`src/rtl/shared_reg_arbiter.sv`:
```
// Two-requester round-robin arbiter granting exclusive write ownership of one shared output register.
// Optional SHARED_REG_ARB_BURST_LIMIT_EN caps consecutive transfers at BURST while the other side waits.
module shared_reg_arbiter #(
  parameter int WIDTH = 8,
  parameter int BURST = 4
) (
  input  logic             clk,
  input  logic             rst_n,
  input  logic             req_a,
  input  logic [WIDTH-1:0] data_a,
  input  logic             req_b,
  input  logic [WIDTH-1:0] data_b,
  output logic             gnt_a,
  output logic             gnt_b,
  output logic [WIDTH-1:0] z,
  output logic             z_valid,
  output logic             owner
);

  typedef enum logic [1:0] {
    IDLE  = 2'd0,
    OWN_A = 2'd1,
    OWN_B = 2'd2
  } state_t;

  if (BURST < 1) begin : g_burst_check
    $error("shared_reg_arbiter: BURST must be >= 1");
  end

  state_t           state_q, state_d;
  logic             last_q, last_d;      // 0 = A owned most recently, 1 = B
  logic [WIDTH-1:0] z_q, z_d;
  logic             z_valid_q, z_valid_d;
  logic             owner_q, owner_d;
  logic             xfer_a, xfer_b;

`ifdef SHARED_REG_ARB_BURST_LIMIT_EN
  localparam int CW = $clog2(BURST + 1);
  localparam logic [CW-1:0] BURST_C = CW'(BURST);

  logic [CW-1:0] cnt_q, cnt_d, cnt_inc;
  logic          burst_done;
`endif

  assign xfer_a = (state_q == OWN_A) && req_a;
  assign xfer_b = (state_q == OWN_B) && req_b;

`ifdef SHARED_REG_ARB_BURST_LIMIT_EN
  // Saturating increment; a saturated counter still counts as "reaching" BURST.
  assign cnt_inc    = (cnt_q == BURST_C) ? cnt_q : cnt_q + CW'(1);
  assign burst_done = (cnt_inc == BURST_C);
`endif

  always_comb begin
    state_d   = state_q;
    last_d    = last_q;
    z_d       = z_q;
    z_valid_d = 1'b0;
    owner_d   = owner_q;

    if (xfer_a) begin
      z_d       = data_a;
      owner_d   = 1'b0;
      z_valid_d = 1'b1;
    end else if (xfer_b) begin
      z_d       = data_b;
      owner_d   = 1'b1;
      z_valid_d = 1'b1;
    end

    case (state_q)
      IDLE: begin
        if (req_a && (!req_b || last_q)) begin
          state_d = OWN_A;
        end else if (req_b) begin
          state_d = OWN_B;
        end
      end
      OWN_A: begin
        if (!req_a) begin
          state_d = req_b ? OWN_B : IDLE;
        end
`ifdef SHARED_REG_ARB_BURST_LIMIT_EN
        else if (burst_done && req_b) begin
          state_d = OWN_B;
        end
`endif
      end
      OWN_B: begin
        if (!req_b) begin
          state_d = req_a ? OWN_A : IDLE;
        end
`ifdef SHARED_REG_ARB_BURST_LIMIT_EN
        else if (burst_done && req_a) begin
          state_d = OWN_A;
        end
`endif
      end
      default: state_d = IDLE;
    endcase

    if (state_d != state_q) begin
      if (state_d == OWN_A) begin
        last_d = 1'b0;
      end else if (state_d == OWN_B) begin
        last_d = 1'b1;
      end
    end
  end

`ifdef SHARED_REG_ARB_BURST_LIMIT_EN
  always_comb begin
    cnt_d = cnt_q;
    if (state_d != state_q) begin
      cnt_d = '0;
    end else if (xfer_a || xfer_b) begin
      cnt_d = cnt_inc;
    end
  end

  always_ff @(posedge clk or negedge rst_n) begin
    if (!rst_n) begin
      cnt_q <= '0;
    end else begin
      cnt_q <= cnt_d;
    end
  end
`endif

  always_ff @(posedge clk or negedge rst_n) begin
    if (!rst_n) begin
      state_q   <= IDLE;
      last_q    <= 1'b1;
      z_q       <= '0;
      z_valid_q <= 1'b0;
      owner_q   <= 1'b0;
    end else begin
      state_q   <= state_d;
      last_q    <= last_d;
      z_q       <= z_d;
      z_valid_q <= z_valid_d;
      owner_q   <= owner_d;
    end
  end

  assign gnt_a   = (state_q == OWN_A);
  assign gnt_b   = (state_q == OWN_B);
  assign z       = z_q;
  assign z_valid = z_valid_q;
  assign owner   = owner_q;

endmodule

```
`config.mk`:
```
export PLATFORM = sky130hd
export DESIGN_NAME = shared_reg_arbiter
export DESIGN_NICKNAME = d
export VERILOG_FILES = /design/src/rtl/shared_reg_arbiter.sv
export SDC_FILE = /design/constraint.sdc
export NUM_CORES = 1
export LEC_CHECK = 0
export BUFFER_PORTS_ARGS = -buffer_cell sky130_fd_sc_hd__buf_2
export CORE_MARGIN = 5
export CORE_UTILIZATION = 43
export CTS_CLUSTER_DIAMETER = 80
export DETAILED_ROUTE_END_ITERATION = 10
export GPL_TIMING_DRIVEN = 0
export PLACE_DENSITY = 0.79
export REMOVE_ABC_BUFFERS = 1
export SETUP_SLACK_MARGIN = 0.15
export SLEW_MARGIN = 20
export SYNTH_ARGS = -nofsm -noshare
export SYNTH_HDL_FRONTEND = slang
export SYNTH_SLANG_ARGS = --single-unit
```
`constraint.sdc`:
```
create_clock -name clk -period 1.8 [get_ports clk]
set_input_delay 0.09 -clock clk [delete_from_list [all_inputs] [get_ports clk]]
set_output_delay 0.09 -clock clk [all_outputs]
set_load 0.01 [all_outputs]
```
==> impl_metrics.toml, run 1 <==
[clock_network]
clk_pin_slew_ns = 0.08
cts_root_buffer = "clkbuf_4"
cts_buffer_depth = 2
cts_buffers = 3
clk_latency_ns = 0.27
clock-sinks = 13
cts_tree = "done"
cts_max_level = 1

[finish]
drive_gt1_share_pct = 44.8
mostFrequentLayoutCell = "buf_2"
layout_common_cells = "31 x buf_2, 17 x nand2_1, 10 x dfrtp_1"
design_area_um2 = 895
fin_nets = 127
area_growth_pct = 36.2
fillers = 144
diodes = 0

[power]
leakage_nw = 0.442
power_density_mw_per_mm2 = 1350
ir_worst_vdd_uv = 722
swShare_pct = 36.6
p_int_mw = 0.768
seqPwrFrac_pct = 41.5
clkPwrFrac_pct = 15.2
switching_power_mw = 0.444
combPwrFrac_pct = 43.3

[worst_hold_path]
whs_path_depth = 3
worstHoldStart = "data_b[3]"
min_to = "z[3]"
hp-class = "primary input to flop"

[timing]
fin_hold_ws_ns = 0.0273
clock_skew_ns = 0.00180
setup_viol_count_final = 0
timing.fmax_ghz = 0.625
grt_setup_unrepaired = "true"
finalCriticalPeriod_ns = 1.60
post-route-period-util_pct = 88.9
slew_viol_final = 0
hold_viol = 0
tns_ns = 0
worst_slew_pin_slew_ns = 0.435
relSlewSlack_pct = 71.0

[setup_path]
rr_endpoint = "last_q"
critPathCaptureType = "flop"
critPathLaunch = "state_q[0]"
cp.required_ns = 2.01
crit_fanout = 9
reg2reg_slack_ns = 0.20
worstPathArrival_ns = 1.80
worstSetupPathType = "flop to flop"
cp-start-kind = "flop"
r2r_start = "state_q[0]"
reg2regPathDepth = 5

[placement]
port_buffers = 31
postPlaceCellArea_um2 = 803
place_congestion = 0.695
place.detailed.hpwl_um = 1160

[floorplan]
initial_utilization_pct = 44.6
die_h_um = 49.1
dieArea_mm2 = 0.00241
ios = 32
num_rows = 14
core_mm2 = 0.00147
die_w_um = 49.1

[global_routing]
grt.overflow.total = 0
first_global_vias = 642
grt_max_degree = 17
grtUsageTotal_pct = 15.3
grt_antenna_before_repair = 0
grt_first_pass_wirelength_um = 2890

[outcome]
outcome = "completed"

[synthesis]
seq_area_frac_synth_pct = 49.7
synth_warnings = 0
netlist_area_um2 = 657
synth_cell_types = 23
synthCells = 70
yosys_register_bits = 13
syn_area_per_cell_um2 = 9.38

[routing]
firstDrtPassIters = 4
drtAntennaViolNets = 0
first_iter_violations = 3
viasPerCell = 5.40
drc = 0
vias = 653
wl_per_cell_um = 13.6
wirelength_um = 1640

[flow_run]
maxCapViolCount = 0
## final cells by class
type / instances / area (um2) / area share [%]
Inverter: 2 / 7.51 / 0.839
Clock buffer: 4 / 26.3 / 2.94
Multi-Input combinational cell: 51 / 324 / 36.2
Timing Repair Buffer: 35 / 188 / 21.0
Tap cell: 16 / 20.0 / 2.24
Sequential cell: 13 / 329 / 36.8
## worst max path at each step
stage,end,slack (ns),cells after the start
2_1_floorplan,last_q,0.24,6
3_3_place_gp,last_q,0.15,6
3_5_place_dp,last_q,0.07,5
4_1_cts,last_q,0.13,6
5_1_grt,last_q,0.11,6
6_report,last_q,0.20,5
## through the flow
step	setup slack, ns	cells	total power, mW	utilization (%)
after global placement	0.153	113	0.965	54.6
after global routing	0.106	121	1.31	60.8
after floorplan	0.240	66	0.791	-
final	0.200	121	1.21	60.8
after CTS	0.134	121	1.22	60.6
after detailed placement	0.0713	113	0.985	54.6
## cell usage after synthesis
| cell type | instances | area [um2] |
|---|---|---|
| nand2_1 | 18 | 67.6 |
| dfrtp_1 | 12 | 300 |
| a31oi_1 | 7 | 43.8 |
| nor3_1 | 7 | 35.0 |
| nor2_1 | 4 | 15.0 |
| and3b_1 | 2 | 17.5 |
| buf_2 | 2 | 10.0 |
| inv_1 | 2 | 7.51 |
| nand3b_1 | 2 | 15.0 |
| a2111oi_4 | 1 | 27.5 |
| a21oi_1 | 1 | 5.00 |
| a22oi_1 | 1 | 7.51 |
| and2_1 | 1 | 6.26 |
| and2b_1 | 1 | 7.51 |
| buf_4 | 1 | 7.51 |
| buf_6 | 1 | 11.3 |
| dfstp_2 | 1 | 26.3 |
| ha_1 | 1 | 12.5 |
| mux2i_1 | 1 | 10.0 |
| nand3_1 | 1 | 5.00 |
| o21a_1 | 1 | 7.51 |
| o21ai_0 | 1 | 5.00 |
| o22ai_1 | 1 | 6.26 |
## power by group through the flow
stage                     Combinational [mW]  Clock [mW]  Sequential [mW]
after floorplan                        0.234           0            0.557
after global placement                 0.461           0            0.504
after detailed placement               0.479           0            0.506
after CTS                              0.531       0.185            0.503
after global routing                   0.586       0.198            0.522
final                                  0.524       0.184            0.503
## flip-flops by register name, summed over array words and instances (netlist names)
register and cells:
last_q 1, owner 1, state_q 2, z 8, z_valid 1
## timing repair
action,in CTS,in global routing
pin swaps,5,3
setup endpoints to repair,1,8
gates resized for setup,9,1
hold buffers,1,0
gates cloned,0,0
hold endpoints to repair,13,0
setup buffers,3,0
## cell families (layout without fill, tap and decap cells)
family | after synthesis | count (layout) | share of synthesized area, %
DFF | 13 | 13 | 49.7
adders and majority gates | 1 | 1 | 1.90
AOI/OAI and AO/OA | 13 | 13 | 15.6
and+or+nand+nor | 36 | 36 | 25.7
buffers and inverters | 6 | 41 | 5.52
muxes | 1 | 1 | 1.52
## routing by layer
| layer | share of wire [%] | up-vias | global-route usage (%) | routed length (um) |
|---|---|---|---|---|
| met4 | 2.3 | 0 | 9.42 | 38 |
| met2 | 52 | 27 | 25.3 | 852 |
| met3 | 6.3 | 4 | 3.98 | 104 |
| met5 | 0 | - | 0 | 0 |
| li1 | - | 314 | - | - |
| met1 | 39 | 308 | 17.0 | 648 |
## worst max-delay path, cell delays in order (launching register included)
cell and delay, ns:
dfrtp_2 0.41, buf_4 0.13, buf_4 0.10, and3b_1 0.30, a2111oi_4 0.35, mux2i_1 0.23
Power figures use the tool's default switching activity.
==> run 2, diff against run 1 <==
--- a/config.mk
+++ b/config.mk
@@ -7,11 +7,11 @@
 export LEC_CHECK = 0
 export BUFFER_PORTS_ARGS = -buffer_cell sky130_fd_sc_hd__buf_2
 export CORE_MARGIN = 5
-export CORE_UTILIZATION = 43
+export CORE_UTILIZATION = 45
 export CTS_CLUSTER_DIAMETER = 80
 export DETAILED_ROUTE_END_ITERATION = 10
 export GPL_TIMING_DRIVEN = 0
-export PLACE_DENSITY = 0.79
+export PLACE_DENSITY = 0.82
 export REMOVE_ABC_BUFFERS = 1
 export SETUP_SLACK_MARGIN = 0.15
 export SLEW_MARGIN = 20
==> constraint.sdc (replaced) <==
create_clock -name clk -period 1.9 [get_ports clk]
set_input_delay 0.095 -clock clk [delete_from_list [all_inputs] [get_ports clk]]
set_output_delay 0.095 -clock clk [all_outputs]
set_load 0.01 [all_outputs]
==> run 2 against run 1 <==
  * Sequential power is 4.8% lower
  * Design area fell by 5.5%
  * Setup slack better by 0.00079 ns
  * First-iteration DRC count grew to 5.0 times the previous value
  * Routed wire length grew 2.2%
  * Largest power group is now registers
  * Highest routed layer unchanged
==> impl_metrics.toml, run 2 (same netlist as run 1, synthesis figures left out) <==
[outcome]
outcome = "completed"

[placement]
dp_slack_ns = 0.170
place_congestion = 0.714
place.detailed.hpwl_um = 1190
port_buffers = 31

[finish]
final_core_util_pct = 63.4
largest_reg_flops = 8
layout_common_cells = "31 x buf_2, 18 x nand2_1, 10 x dfrtp_1"
fin_nets = 124
area_growth_pct = 28.8
diodes = 0
mostFrequentLayoutCell = "buf_2"
drive_gt1_share_pct = 39.2

[timing]
tns_ns = 0
hold_viol = 0
finalCriticalPeriod_ns = 1.70
timing.fmax_ghz = 0.589
relSlewSlack_pct = 59.8
clock_skew_ns = 0.00542
setup_viol_count_final = 0
fin_ws_ns = 0.201
slew_viol_final = 0
post-route-period-util_pct = 89.4
grt_setup_unrepaired = "true"
worst_slew_pin_slew_ns = 0.602

[floorplan]
num_rows = 13
die_w_um = 48.2
dieArea_mm2 = 0.00232
die_h_um = 48.2
core_mm2 = 0.00133
ios = 32
initial_utilization_pct = 49.2

[global_routing]
grt_antenna_before_repair = 0
grtUsageTotal_pct = 16.1
first_global_vias = 561
grt.overflow.total = 0
grt_max_degree = 17
grt_first_pass_wirelength_um = 2440

[setup_path]
reg2reg_slack_ns = 0.20
cp_slowest_cell = "dfstp_2"
cp.required_ns = 2.11
critPathLaunch = "last_q"
critPathCaptureType = "flop"
critPathCapture = "last_q"
worstPathArrival_ns = 1.91
cp_cell_sequence = "nor2_1 > o22ai_1 > and2_4 > ha_1 > a2111oi_4 > mux2i_1"
crit_fanout = 3
worstSetupPathType = "flop to flop"
cp-start-kind = "flop"
rr_endpoint = "last_q"
r2r_start = "last_q"
cp_num_cells = 6
crit_buf_inv = 0
crit_path_max_incr_delay_ns = 0.55
reg2regPathDepth = 6
cp_top_family = "flip-flops"

[routing]
first_iter_violations = 15
wl_per_cell_um = 14.4
firstDrtPassIters = 4
drc = 0
wirelength_um = 1680
viasPerCell = 5.53
vias = 647
drtAntennaViolNets = 0

[power]
power_density_mw_per_mm2 = 1320
leakage_nw = 0.426
switching_power_mw = 0.417
power_mw = 1.12
seqPwrFrac_pct = 42.8
clkPwrFrac_pct = 16.1
p_int_mw = 0.700
ir_worst_vdd_uv = 670
swShare_pct = 37.4
combPwrFrac_pct = 41.1

[clock_network]
cts_buffer_depth = 2
clk_pin_slew_ns = 0.09
cts_tree = "done"
cts_buffers = 3
cts_max_level = 1
clock-sinks = 13
clk_latency_ns = 0.28
cts_root_buffer = "clkbuf_4"

[worst_hold_path]
hp-class = "primary input to flop"

[flow_run]
maxCapViolCount = 0
[run 2: changes by cell type in the layout (fill, tap and decap cells not counted)]
cell | previous run | this run
and3b_1 | 1 | 2
and3b_2 | 1 | 0
buf_4 | 3 | 0
ha_1 | 0 | 1
ha_4 | 1 | 0
nand2_1 | 17 | 18
nand2_2 | 1 | 0
nor2_2 | 0 | 1
nor2_4 | 1 | 0
o21ai_0 | 0 | 1
o21ai_2 | 1 | 0
[run 2: power groups by stage]
stage	logic [mW]	registers, mW	clock network [mW]
2_1_floorplan	0.222	0.527	0
3_3_place_gp	0.440	0.476	0
3_5_place_dp	0.454	0.482	0
4_1_cts	0.460	0.479	0.184
5_1_grt	0.509	0.495	0.191
6_report	0.459	0.479	0.180
[run 2: repair_timing]
action | CTS | global route
setup endpoints to repair | 1 | 1
pin swaps | 0 | 1
buffers inserted | 0 | 0
gates resized for setup | 2 | 2
hold buffers | 1 | 0
endpoints found under the hold margin | 13 | 0
[run 2: tightest hold or removal path: cells and delay by family]
family,cells,cell delay [ns]
AOI/OAI and AO/OA,1,0.06
buffers and inverters,1,0.07
and+or+nand+nor,1,0.05
[run 2: metal layers]
layer,track usage [%],share of wire (%),up-vias
met5,0,0,-
met4,12.9,3.2,0
met3,3.69,7.4,5
met2,26.8,52,30
met1,17.2,38,303
li1,-,-,309
[run 2: cell type report]
class / instances / area [um2]
repair buffers: 32 / 165
clock buffers: 4 / 26.3
multi-input cells: 51 / 299
flip-flops and latches: 13 / 329
well taps: 15 / 18.8
fillers: 117 / 488
inverters: 2 / 7.51
[run 2: worst min-delay path by stage]
stage	startpoint	end	depth (start not counted)
6_report	data_b[3]	z[3]	3
2_1_floorplan	rst_n	owner	0
5_1_grt	data_b[3]	z[3]	3
4_1_cts	data_b[3]	z[3]	3
3_5_place_dp	rst_n	state_q[1]	1
3_3_place_gp	rst_n	state_q[1]	1
[run 2: through the flow]
stage,hold WS [ns],area [um2],instances
2_1_floorplan,-0.201,628,66
3_3_place_gp,-0.00505,802,112
6_report,0.0248,846,117
3_5_place_dp,-0.000100,802,112
4_1_cts,0.0274,842,117
5_1_grt,0.0384,846,117
==> run 3, diff against run 2 <==
--- a/config.mk
+++ b/config.mk
@@ -7,11 +7,11 @@
 export LEC_CHECK = 0
 export BUFFER_PORTS_ARGS = -buffer_cell sky130_fd_sc_hd__buf_2
 export CORE_MARGIN = 5
-export CORE_UTILIZATION = 45
+export CORE_UTILIZATION = 47
 export CTS_CLUSTER_DIAMETER = 80
 export DETAILED_ROUTE_END_ITERATION = 10
 export GPL_TIMING_DRIVEN = 0
-export PLACE_DENSITY = 0.82
+export PLACE_DENSITY = 0.85
 export REMOVE_ABC_BUFFERS = 1
 export SETUP_SLACK_MARGIN = 0.15
 export SLEW_MARGIN = 20
==> run 3 against run 2 <==
  * First-iteration DRC count fell by 53%
  * Die area fell by 3.4%
  * Global-route usage fell by 0.35 points
  * Sequential power barely moved
  * Maximum frequency rose by 2.6%
  * Critical path type unchanged
  * Largest cell class unchanged
  * Highest routed layer unchanged
==> impl_metrics.toml, run 3 (same netlist as run 1, synthesis figures left out) <==
[outcome]
outcome = "completed"

[floorplan]
die_w_um = 47.4
core_mm2 = 0.00132
num_rows = 13
initial_utilization_pct = 49.9
ios = 32
dieArea_mm2 = 0.00225
die_h_um = 47.4

[setup_path]
worstPathArrival_ns = 1.86
worstSetupPathType = "flop to flop"
cp.required_ns = 2.11
reg2regPathDepth = 6
crit_fanout = 6
critPathCaptureType = "flop"
cp-start-kind = "flop"

[global_routing]
first_global_vias = 561
grt.overflow.total = 0
grtUsageTotal_pct = 15.7
grt_antenna_before_repair = 0
grt_max_degree = 17
grt_first_pass_wirelength_um = 2390

[routing]
drtAntennaViolNets = 0
vias = 622
viasPerCell = 5.27
wirelength_um = 1600
drc = 0
firstDrtPassIters = 4
first_iter_violations = 7
wl_per_cell_um = 13.6

[finish]
layout_common_cells = "31 x buf_2, 18 x nand2_1, 10 x dfrtp_1"
fin_nets = 125
fin_cells = 118
fillers = 115
mostFrequentLayoutCell = "buf_2"
largest_reg_flops = 8
area_growth_pct = 29.1
diodes = 0
drive_gt1_share_pct = 38.8

[timing]
tns_ns = 0
slew_viol_final = 0
finalCriticalPeriod_ns = 1.66
hold_viol = 0
grt_setup_unrepaired = "false"
timing.fmax_ghz = 0.604
setup_viol_count_final = 0
worst_slew_pin_slew_ns = 0.581
clock_skew_ns = 0.00343
post-route-period-util_pct = 87.2
relSlewSlack_pct = 61.3

[placement]
place.detailed.hpwl_um = 1210
dp_cells = 112
place_congestion = 0.681
port_buffers = 31

[clock_network]
clk_latency_ns = 0.28
cts_root_buffer = "clkbuf_4"
clk_pin_slew_ns = 0.08
cts_tree = "done"
clock-sinks = 13
cts_max_level = 1
cts_buffers = 3
cts_buffer_depth = 2

[power]
ir_worst_vdd_uv = 713
leakage_nw = 0.428
power_density_mw_per_mm2 = 1310

[worst_hold_path]
whs_path_depth = 3
hp-class = "primary input to flop"

[flow_run]
maxCapViolCount = 0
## run 3: what timing repair did
action | 4_1_cts | 5_1_grt
gates resized for setup | 0 | 3
endpoints found under the hold margin | 13 | 0
endpoints found under the setup margin | 0 | 1
hold buffers | 1 | 0
setup buffers | 0 | 1
## run 3: area by class of cell
cell class / instances / area [um2] / area share (%)
inverter: 2 / 7.51 / 0.885
multi-input combinational: 51 / 297 / 35.0
clock buffer: 4 / 26.3 / 3.10
timing repair buffer: 33 / 170 / 20.1
tap: 15 / 18.8 / 2.21
sequential: 13 / 329 / 38.8
## run 3: critical path, cell delays in order (launching register included)
cell,delay (ns)
dfrtp_2,0.45
nor2_1,0.11
o22ai_1,0.07
and2_1,0.18
ha_1,0.33
a2111oi_4,0.22
mux2i_1,0.23
## run 3: report_power, final
group	switching [mW]	internal (mW)
registers	0.0702	0.406
logic	0.247	0.212
clock network	0.0929	0.0815
## run 3: per-stage QoR
stage | utilization (%) | power, mW | hold WS, ns | area, um2 | setup WS (ns)
2_1_floorplan | - | 0.749 | -0.201 | 628 | 0.340
3_3_place_gp | 60.9 | 0.914 | -0.00740 | 802 | 0.256
3_5_place_dp | 60.9 | 0.937 | -0.00360 | 802 | 0.185
4_1_cts | 63.6 | 1.12 | 0.0235 | 838 | 0.165
5_1_grt | 64.4 | 1.19 | 0.0357 | 848 | 0.152
6_report | 64.4 | 1.11 | 0.0284 | 848 | 0.243
## run 3: layer usage
metal	GRT usage, %	vias to the layer above	wire length [um]
li1	-	310	-
met1	17.8	289	629
met2	26.2	19	828
met3	2.68	4	103
met4	11.6	0	42
met5	0	-	0
## run 3: path summary, 6_finish.rpt
kind / startpoint / endpoint / slack [ns]
setup / recovery: state_q[0] / last_q / 0.24
hold / removal: data_b[3] / z[3] / 0.03
setup reg to reg: state_q[0] / last_q / 0.24
hold reg to reg: owner / owner / 0.48
max in group asynchronous: rst_n / last_q / 1.41
min in group asynchronous: rst_n / z[4] / 0.21
